**config.mk**
```make
export PLATFORM = sky130hd
export DESIGN_NAME = seg_scan_controller_flat
export DESIGN_NICKNAME = d
export VERILOG_FILES = /design/src/rtl/seg_scan_controller_if.sv /design/src/rtl/seg_scan_controller.sv /design/src/flat_wrapper.sv
export SDC_FILE = /design/constraint.sdc
export NUM_CORES = 1
export LEC_CHECK = 0
export CAP_MARGIN = 5
export CORE_MARGIN = 4
export CORE_UTILIZATION = 40
export DETAILED_ROUTE_END_ITERATION = 10
export SYNTH_ARGS = -nofsm -noshare
export SYNTH_HDL_FRONTEND = slang
export SYNTH_SLANG_ARGS = --single-unit
```
**constraint.sdc**
```tcl
create_clock -name clk -period 2 [get_ports clk]
set_input_delay 0.4 -clock clk [delete_from_list [all_inputs] [get_ports clk]]
set_output_delay 0.4 -clock clk [all_outputs]
set_load 0.1 [all_outputs]
```
**src/rtl/seg_scan_controller_if.sv**
```systemverilog
// rtl/seg_scan_controller_if.sv - scan enable, shadow write, commit and display outputs
interface seg_scan_controller_if;
   logic       en;
   logic       wr_en;
   logic [1:0] wr_addr;
   logic [3:0] wr_data;
   logic       commit;
   logic [3:0] nibble;
   logic [3:0] an;
   logic       pending;
   logic       frame_start;

   modport master (
      output en, wr_en, wr_addr, wr_data, commit,
      input  nibble, an, pending, frame_start
   );

   modport slave (
      input  en, wr_en, wr_addr, wr_data, commit,
      output nibble, an, pending, frame_start
   );
endinterface

```
**src/rtl/seg_scan_controller.sv**
```systemverilog
// rtl/seg_scan_controller.sv - four-digit multiplexed display scanner with double-buffered nibbles
module seg_scan_controller #(
   parameter int DWELL = 1000,
   parameter int BLANK = 8
) (
   input  logic                  clk,
   input  logic                  rst_n,
   seg_scan_controller_if.slave  bus
);
   localparam int            CW        = $clog2(DWELL);
   localparam logic [CW-1:0] CNT_LAST  = CW'(DWELL - 1);
   localparam logic [CW-1:0] CNT_BLANK = CW'(BLANK);
   localparam logic [CW-1:0] CNT_ONE   = CW'(1);

   typedef enum logic {ST_BLANK, ST_SHOW} state_t;

   state_t        state, state_n;
   logic [CW-1:0] cnt, cnt_n;
   logic [1:0]    idx, idx_n;
   logic [3:0]    shadow [4];
   logic [3:0]    active [4];
   logic          pending, pending_n;
   logic [3:0]    an, an_n;
   logic [3:0]    nibble, nibble_n;
   logic          frame_start, frame_start_n;
   logic          slot_end, frame_end, apply;

   // Next slot position, phase, and the registered output values that go with it
   always_comb begin
      cnt_n         = cnt;
      idx_n         = idx;
      state_n       = state;
      slot_end      = bus.en && (cnt == CNT_LAST);
      frame_end     = slot_end && (idx == 2'd3);
      apply         = frame_end && (pending || bus.commit);
      an_n          = 4'hF;
      nibble_n      = nibble;
      pending_n     = pending;
      frame_start_n = frame_end;

      if (bus.en) begin
         if (slot_end) begin
            cnt_n = '0;
            idx_n = idx + 2'd1;
         end else begin
            cnt_n = cnt + CNT_ONE;
         end
         state_n = (cnt_n < CNT_BLANK) ? ST_BLANK : ST_SHOW;
         if (state_n == ST_SHOW) begin
            an_n = ~(4'b0001 << idx_n);
         end
      end

      // Nibble only moves at a slot boundary, where the next cycle is always blank
      if (slot_end) begin
         nibble_n = apply ? shadow[0] : active[idx_n];
      end

      if (apply) begin
         pending_n = 1'b0;
      end else if (bus.commit) begin
         pending_n = 1'b1;
      end
   end

   // Scan position and phase; frozen while en is low
   always_ff @(posedge clk or negedge rst_n) begin
      if (!rst_n) begin
         state <= ST_BLANK;
         cnt   <= '0;
         idx   <= 2'd0;
      end else begin
         state <= state_n;
         cnt   <= cnt_n;
         idx   <= idx_n;
      end
   end

   // Registered display outputs and commit tracking
   always_ff @(posedge clk or negedge rst_n) begin
      if (!rst_n) begin
         an          <= 4'hF;
         nibble      <= 4'h0;
         pending     <= 1'b0;
         frame_start <= 1'b0;
      end else begin
         an          <= an_n;
         nibble      <= nibble_n;
         pending     <= pending_n;
         frame_start <= frame_start_n;
      end
   end

   // Shadow takes writes at any time; active copies the pre-edge shadow at an applying frame boundary
   always_ff @(posedge clk or negedge rst_n) begin
      if (!rst_n) begin
         for (int i = 0; i < 4; i++) begin
            shadow[i] <= 4'h0;
            active[i] <= 4'h0;
         end
      end else begin
         if (bus.wr_en) begin
            shadow[bus.wr_addr] <= bus.wr_data;
         end
         if (apply) begin
            for (int i = 0; i < 4; i++) begin
               active[i] <= shadow[i];
            end
         end
      end
   end

   assign bus.an          = an;
   assign bus.nibble      = nibble;
   assign bus.pending     = pending;
   assign bus.frame_start = frame_start;
endmodule

```
**src/flat_wrapper.sv**
```systemverilog
// flat-port wrapper written by rule: the top's interface ports become plain ports
module seg_scan_controller_flat 
#(
   parameter int DWELL = 1000,
   parameter int BLANK = 8
)
  (clk, rst_n, bus_en, bus_wr_en, bus_wr_addr, bus_wr_data, bus_commit, bus_nibble, bus_an, bus_pending, bus_frame_start);
  seg_scan_controller_if bus_i ();
  input  logic clk;
  input  logic rst_n;
  input wire logic [$bits(bus_i.en)-1:0] bus_en;
  input wire logic [$bits(bus_i.wr_en)-1:0] bus_wr_en;
  input wire logic [$bits(bus_i.wr_addr)-1:0] bus_wr_addr;
  input wire logic [$bits(bus_i.wr_data)-1:0] bus_wr_data;
  input wire logic [$bits(bus_i.commit)-1:0] bus_commit;
  output wire logic [$bits(bus_i.nibble)-1:0] bus_nibble;
  output wire logic [$bits(bus_i.an)-1:0] bus_an;
  output wire logic [$bits(bus_i.pending)-1:0] bus_pending;
  output wire logic [$bits(bus_i.frame_start)-1:0] bus_frame_start;
  assign bus_i.en = bus_en;
  assign bus_i.wr_en = bus_wr_en;
  assign bus_i.wr_addr = bus_wr_addr;
  assign bus_i.wr_data = bus_wr_data;
  assign bus_i.commit = bus_commit;
  assign bus_nibble = bus_i.nibble;
  assign bus_an = bus_i.an;
  assign bus_pending = bus_i.pending;
  assign bus_frame_start = bus_i.frame_start;
  seg_scan_controller #(.DWELL(DWELL), .BLANK(BLANK)) u_core (.clk(clk), .rst_n(rst_n), .bus(bus_i));
endmodule
```
==> results of run 1 <==
-- worst reg2reg max path: stages, from the launching register on --
cell       delay, ns
dfrtp_1         0.40
ha_4            0.17
nand4bb_4       0.11
or3_4           0.37
nor3b_4         0.21
buf_4           0.15
buf_12          0.13
mux2_2          0.33
-- worst max path at each step --
stage | from | endpoint | slack (ns) | depth (start not counted)
after floorplan | u_core.cnt[4]$_DFFE_PN0P_ | u_core.active[0]$_DFFE_PN0P_ | 0.004 | 7
after global placement | bus_en | u_core.active[7]$_DFFE_PN0P_ | -0.28 | 6
after detailed placement | bus_en | u_core.active[13]$_DFFE_PN0P_ | -0.30 | 6
after CTS | u_core.cnt[1]$_DFFE_PN0P_ | u_core.active[5]$_DFFE_PN0P_ | 0.03 | 7
after global routing | u_core.cnt[1]$_DFFE_PN0P_ | u_core.bus.nibble[3]$_DFFE_PN0N_ | -0.06 | 8
final | u_core.cnt[1]$_DFFE_PN0P_ | u_core.active[4]$_DFFE_PN0P_ | 0.03 | 7
-- state kept, by name, summed over array words and instances (netlist names) --
name	cells
u_core.bus.frame_start	1
u_core.bus.pending	1
u_core.idx	2
u_core.cnt	10
u_core.shadow	16
u_core.active	16
u_core.bus.an	4
u_core.bus.nibble	4
-- power breakdown --
| part | leakage, uW | internal (uW) | switching [uW] |
|---|---|---|---|
| Sequential | 0.000691 | 1230 | 88.5 |
| Combinational | 0.000649 | 397 | 383 |
| Clock | 0.0000587 | 380 | 371 |
-- per-stage QoR --
stage,setup slack [ns],cell area [um^2]
detailed placement,-0.295,2980
CTS,0.0250,3150
global route,-0.0570,3220
finish,0.0332,3220
global placement,-0.275,2980
floorplan,0.00351,2570
-- logic make-up after synthesis --
logic type               synth area share
AO/OA/AOI/OAI                      0.0895
XOR/XNOR                           0.0171
adder cells (fa/ha/maj)           0.00978
buffers and inverters              0.0362
flip-flops                          0.530
multiplexers                        0.196
AND/OR/NAND/NOR                     0.121
-- synth_stat cells, drive strengths merged --
| library cell | number |
|---|---|
| ha | 2 |
| clkbuf | 9 |
| o21ai | 12 |
| o211a | 1 |
| nor4bb | 1 |
| o31ai | 5 |
| o21a | 1 |
| mux2i | 4 |
| xnor2 | 3 |
| nand4bb | 1 |
| o221ai | 2 |
| a311oi | 1 |
| nor3b | 3 |
| nand4b | 1 |
| a21boi | 1 |
| nor2 | 6 |
| nand4 | 4 |
| a31oi | 3 |
| a22o | 2 |
| and2 | 2 |
| xor2 | 2 |
| mux2 | 33 |
| o211ai | 4 |
| mux4 | 4 |
| nor3 | 3 |
| dfstp | 4 |
| and4 | 1 |
| inv | 2 |
| nand2 | 18 |
| nand2b | 1 |
| or3 | 1 |
| dfrtp | 50 |
| nand3 | 6 |
| nand3b | 3 |
| a21oi | 2 |
| and3 | 2 |
| buf | 5 |
-- routing by layer --
layer  wire length, um  up-vias  part of all wire  track usage
met5                 0        -                 0            0
met4                46        0            0.0093       0.0377
met3               166        5             0.034       0.0339
met2              2250       25              0.46        0.219
met1              2470      844              0.50        0.202
li1                  -      828                 -            -
-- what timing repair did --
action	4_1_cts	5_1_grt
cloned	1	1
hold buffers	0	0
endpoints found under the setup margin	16	18
resized for setup	2	10
setup buffers	3	1
pin swaps	2	0
-- area by class of cell --
| class | count | area [um^2] | area share |
|---|---|---|---|
| inverters | 2 | 7.51 | 0.00233 |
| repair buffers | 47 | 489 | 0.152 |
| clock inverters | 3 | 47.5 | 0.0148 |
| multi-input cells | 135 | 1160 | 0.360 |
| clock buffers | 5 | 68.8 | 0.0214 |
| flip-flops and latches | 54 | 1360 | 0.421 |
| well taps | 75 | 93.8 | 0.0291 |
==> flow_metrics.env, run 1 <==
export IMPL_synth_area_leaders="dfrtp_1 (49%), mux2_2 (15%), dfstp_2 (4.1%)"
export IMPL_finalMaxSlewViolations=0
export IMPL_ant_nets=0
export IMPL_port_buffers=20
export IMPL_crit_buf_inv=2
export IMPL_yosysTopAreaCell="dfrtp_1"
export IMPL_area_growth_syn_to_layout_pct=26.0
export IMPL_netlist_cell_type_count=42
export IMPL_routedWlPerCell_um=15.4
export IMPL_die_area_mm2=0.00774
export IMPL_finalSetupViolCount=0
export IMPL_place_congestion=0.783
export IMPL_grt_pass1_wl_um=8430
export IMPL_powerDensity_mw_per_mm2=885
export IMPL_wl_um=4940
export IMPL_timing_final_crit_period_ns=1.97
export IMPL_cp_arrival_ns=2.17
export IMPL_clockBufferDepth=2
export IMPL_nets=258
export IMPL_drt_pass1_iter_count=4
export IMPL_grt_max_degree=37
export IMPL_crit_slowest_cell="dfrtp_1"
export IMPL_rows=28
export IMPL_p_leak_uw=0.00140
export IMPL_die_w_um=88.0
export IMPL_setup_tns_ns=0
export IMPL_viasPerCell=5.30
export IMPL_max_stage_delay_ns=0.40
export IMPL_synth_seq_cells=54
export IMPL_worstMarginPinSlew_ns=0.444
export IMPL_ys_seq_area_frac=0.530
export IMPL_syn_avg_cell_area_um2=12.5
export IMPL_slew_headroom=0.704
export IMPL_die_h_um=88.0
export IMPL_crit_chain="ha_4, nand4bb_4, or3_4, nor3b_4, buf_4, buf_12, mux2_2"
export IMPL_final_util=0.532
export IMPL_syn_area_mm2=0.00256
export IMPL_drc_errors=0
export IMPL_synth_warnings=0
export IMPL_htree_num_levels=2
export IMPL_final_common_cell="dfrtp_1"
export IMPL_irDropWorstVdd_v=0.000740
export IMPL_path_class="reg2reg"
export IMPL_drtIter0Drc=79
export IMPL_rsz0062_at_grt="yes"
export IMPL_clk_latency_ns=0.31
export IMPL_cp_top_family="simple AND/OR/NAND/NOR gates"
export IMPL_cts_made_buffers=5
export IMPL_crit_path_start_kind="flip-flop"
export IMPL_crit_fanout=10
export IMPL_core_mm2=0.00606
export IMPL_post_route_period_util=0.983
export IMPL_synth_nets=218
export IMPL_layout_common_cells="dfrtp_1 (50), buf_4 (28), mux2_2 (26), nand2_1 (18), clkdlybuf4s50_1 (9)"
export IMPL_r2r_start="u_core.cnt[1]$_DFFE_PN0P_"
export IMPL_fmax_mhz=508
export IMPL_cts_sinks=54
export IMPL_cp_required_ns=2.20
export IMPL_min_path_type="in2async"
export IMPL_hold_viol=0
export IMPL_antenna_found_initial=0
export IMPL_tritoncts="yes"
export IMPL_hpwl_um=3320
export IMPL_overflow=0
export IMPL_diodes=0
export IMPL_synth_cells=205
export IMPL_clk_pin_slew_ns=0.10
export IMPL_fin_skew_ns=0.00731
export IMPL_root_buffer="clkbuf_8"
export IMPL_reg2reg_slack_ns=0.03
export IMPL_ioPinCount=21
export IMPL_nFillCells=536
export IMPL_status="complete, no violations"
export IMPL_start_util=0.422
export IMPL_power_total_uw=2850
export IMPL_gr_usage_all_layers=0.142
export IMPL_fin_cells=321
export IMPL_netlist_area_leader_share=0.489
export IMPL_grt_pass1_vias=1725
export IMPL_cap_violations=0
export IMPL_hold_ws_ns=0.0221
export IMPL_rr_worst_depth=7
export IMPL_reg2reg_to="u_core.active[4]$_DFFE_PN0P_"
export IMPL_vias=1702
export IMPL_endpoint_kind="flip-flop"
export IMPL_dp_cells=307
export IMPL_drive_gt1_frac=0.382
No activity file was read; power rests on OpenSTA's default activity.
==> run 2, diff against run 1 <==
- CORE_UTILIZATION: 40 -> 30
==> flow_metrics.env, run 2 (synthesis gave the netlist of run 1 again) <==
export IMPL_cts_sinks=54
export IMPL_rows=33
export IMPL_core_mm2=0.00826
export IMPL_reg2reg_to="u_core.active[12]$_DFFE_PN0P_"
export IMPL_endpoint_kind="flip-flop"
export IMPL_nets=253
export IMPL_clk_latency_ns=0.31
export IMPL_irDropWorstVdd_v=0.000359
export IMPL_htree_num_levels=2
export IMPL_rr_worst_depth=6
export IMPL_cts_made_buffers=5
export IMPL_overflow=0
export IMPL_slew_headroom=0.662
export IMPL_cp_arrival_ns=2.15
export IMPL_p_leak_uw=0.00135
export IMPL_dp_cells=337
export IMPL_clk_pin_slew_ns=0.10
export IMPL_ioPinCount=21
export IMPL_min_path_type="in2async"
export IMPL_root_buffer="clkbuf_8"
export IMPL_grt_max_degree=36
export IMPL_die_h_um=100
export IMPL_port_buffers=20
export IMPL_vias=1669
export IMPL_final_common_cell="dfrtp_1"
export IMPL_die_area_mm2=0.0101
export IMPL_finalSetupViolCount=0
export IMPL_cap_violations=0
export IMPL_final_area_mm2=0.00314
export IMPL_routedWlPerCell_um=13.8
export IMPL_powerDensity_mw_per_mm2=869
export IMPL_worstMarginPinSlew_ns=0.507
export IMPL_layout_common_cells="dfrtp_1 (50), mux2_2 (33), buf_4 (26), nand2_1 (18), clkdlybuf4s50_1 (9)"
export IMPL_fmax_mhz=514
export IMPL_diodes=0
export IMPL_wl_um=4780
export IMPL_viasPerCell=4.82
export IMPL_tritoncts="yes"
export IMPL_fin_cells=346
export IMPL_placed_cell_area_mm2=0.00302
export IMPL_hold_viol=0
export IMPL_reg2reg_slack_ns=0.06
export IMPL_r2r_start="u_core.cnt[0]$_DFFE_PN0P_"
export IMPL_area_growth_syn_to_layout_pct=22.7
export IMPL_status="complete, no violations"
export IMPL_drive_gt1_frac=0.365
export IMPL_ant_nets=0
export IMPL_multi_input_area_mm2=0.00113
export IMPL_post_route_period_util=0.972
export IMPL_start_util=0.310
export IMPL_finalMaxSlewViolations=0
export IMPL_timing_final_crit_period_ns=1.94
export IMPL_cp_required_ns=2.20
export IMPL_fin_skew_ns=0.00302
export IMPL_gr_usage_all_layers=0.103
export IMPL_crit_path_start_kind="input pin"
export IMPL_top_regs="u_core.active (16), u_core.shadow (16), u_core.cnt (10)"
export IMPL_grt_pass1_vias=1665
export IMPL_die_w_um=100
export IMPL_drc_errors=0
export IMPL_grt_pass1_wl_um=8220
export IMPL_place_congestion=0.799
export IMPL_path_class="in2reg"
export IMPL_rsz0062_at_grt="yes"
export IMPL_seq_area_mm2=0.00136
export IMPL_antenna_found_initial=0
export IMPL_drt_pass1_iter_count=4
export IMPL_crit_fanout=20
export IMPL_clockBufferDepth=2
export IMPL_nFillCells=819
export IMPL_drtIter0Drc=100
export IMPL_hpwl_um=3480
[run 2: report_power, final]
part,switching (uW),total [uW],internal [uW]
clock,369,655,286
sequential,93.6,1320,1230
combinational,377,748,371
[run 2: routing by layer]
metal / vias up / wire length [um] / track usage
li1: 820 / - / -
met1: 817 / 2310 / 0.141
met2: 24 / 2230 / 0.162
met3: 8 / 173 / 0.0250
met4: 0 / 70 / 0.0311
met5: - / 0 / 0
[run 2: worst max path at each step]
stage / start / endpoint / slack, ns / cells past startpoint
after floorplan: u_core.cnt[4]$_DFFE_PN0P_ / u_core.active[0]$_DFFE_PN0P_ / 0.004 / 7
after global placement: bus_en / u_core.active[7]$_DFFE_PN0P_ / -0.29 / 6
after detailed placement: bus_en / u_core.active[12]$_DFFE_PN0P_ / -0.31 / 6
after CTS: u_core.cnt[0]$_DFFE_PN0P_ / u_core.active[12]$_DFFE_PN0P_ / 0.04 / 6
after global routing: u_core.cnt[0]$_DFFE_PN0P_ / u_core.active[14]$_DFFE_PN0P_ / -0.04 / 6
final: bus_en / u_core.active[12]$_DFFE_PN0P_ / 0.06 / 6
[run 2: area by class of cell]
cell class,count,area share
timing repair buffer,42,0.131
multi-input combinational,135,0.361
sequential,54,0.432
tap,105,0.0419
inverter,2,0.00239
clock buffer,6,0.0263
clock inverter,2,0.00558
[run 2: repair_timing]
item	4_1_cts	5_1_grt
setup endpoints to repair	16	20
setup buffers	1	0
hold buffers	0	0
gates cloned	0	0
resized for setup	1	1
[run 2: worst max-delay path, cell delays in order]
cell	delay, ns
clkdlybuf4s50_1	0.49
nand2_1	0.07
or3_4	0.39
nor3b_4	0.24
buf_12	0.20
mux2_2	0.34
[run 2: through the flow]
stage / utilization / power [uW] / hold WS, ns / setup TNS, ns / worst slack (ns)
6_report: 0.380 / 2730 / 0.0482 / 0 / 0.0558
2_1_floorplan: - / 1820 / 0.104 / 0 / 0.00351
5_1_grt: 0.380 / 2900 / 0.0740 / -0.421 / -0.0386
4_1_cts: 0.379 / 2760 / 0.0615 / 0 / 0.0362
3_3_place_gp: 0.366 / 2070 / 0.392 / -5.73 / -0.289
3_5_place_dp: 0.366 / 2080 / 0.405 / -6.04 / -0.309
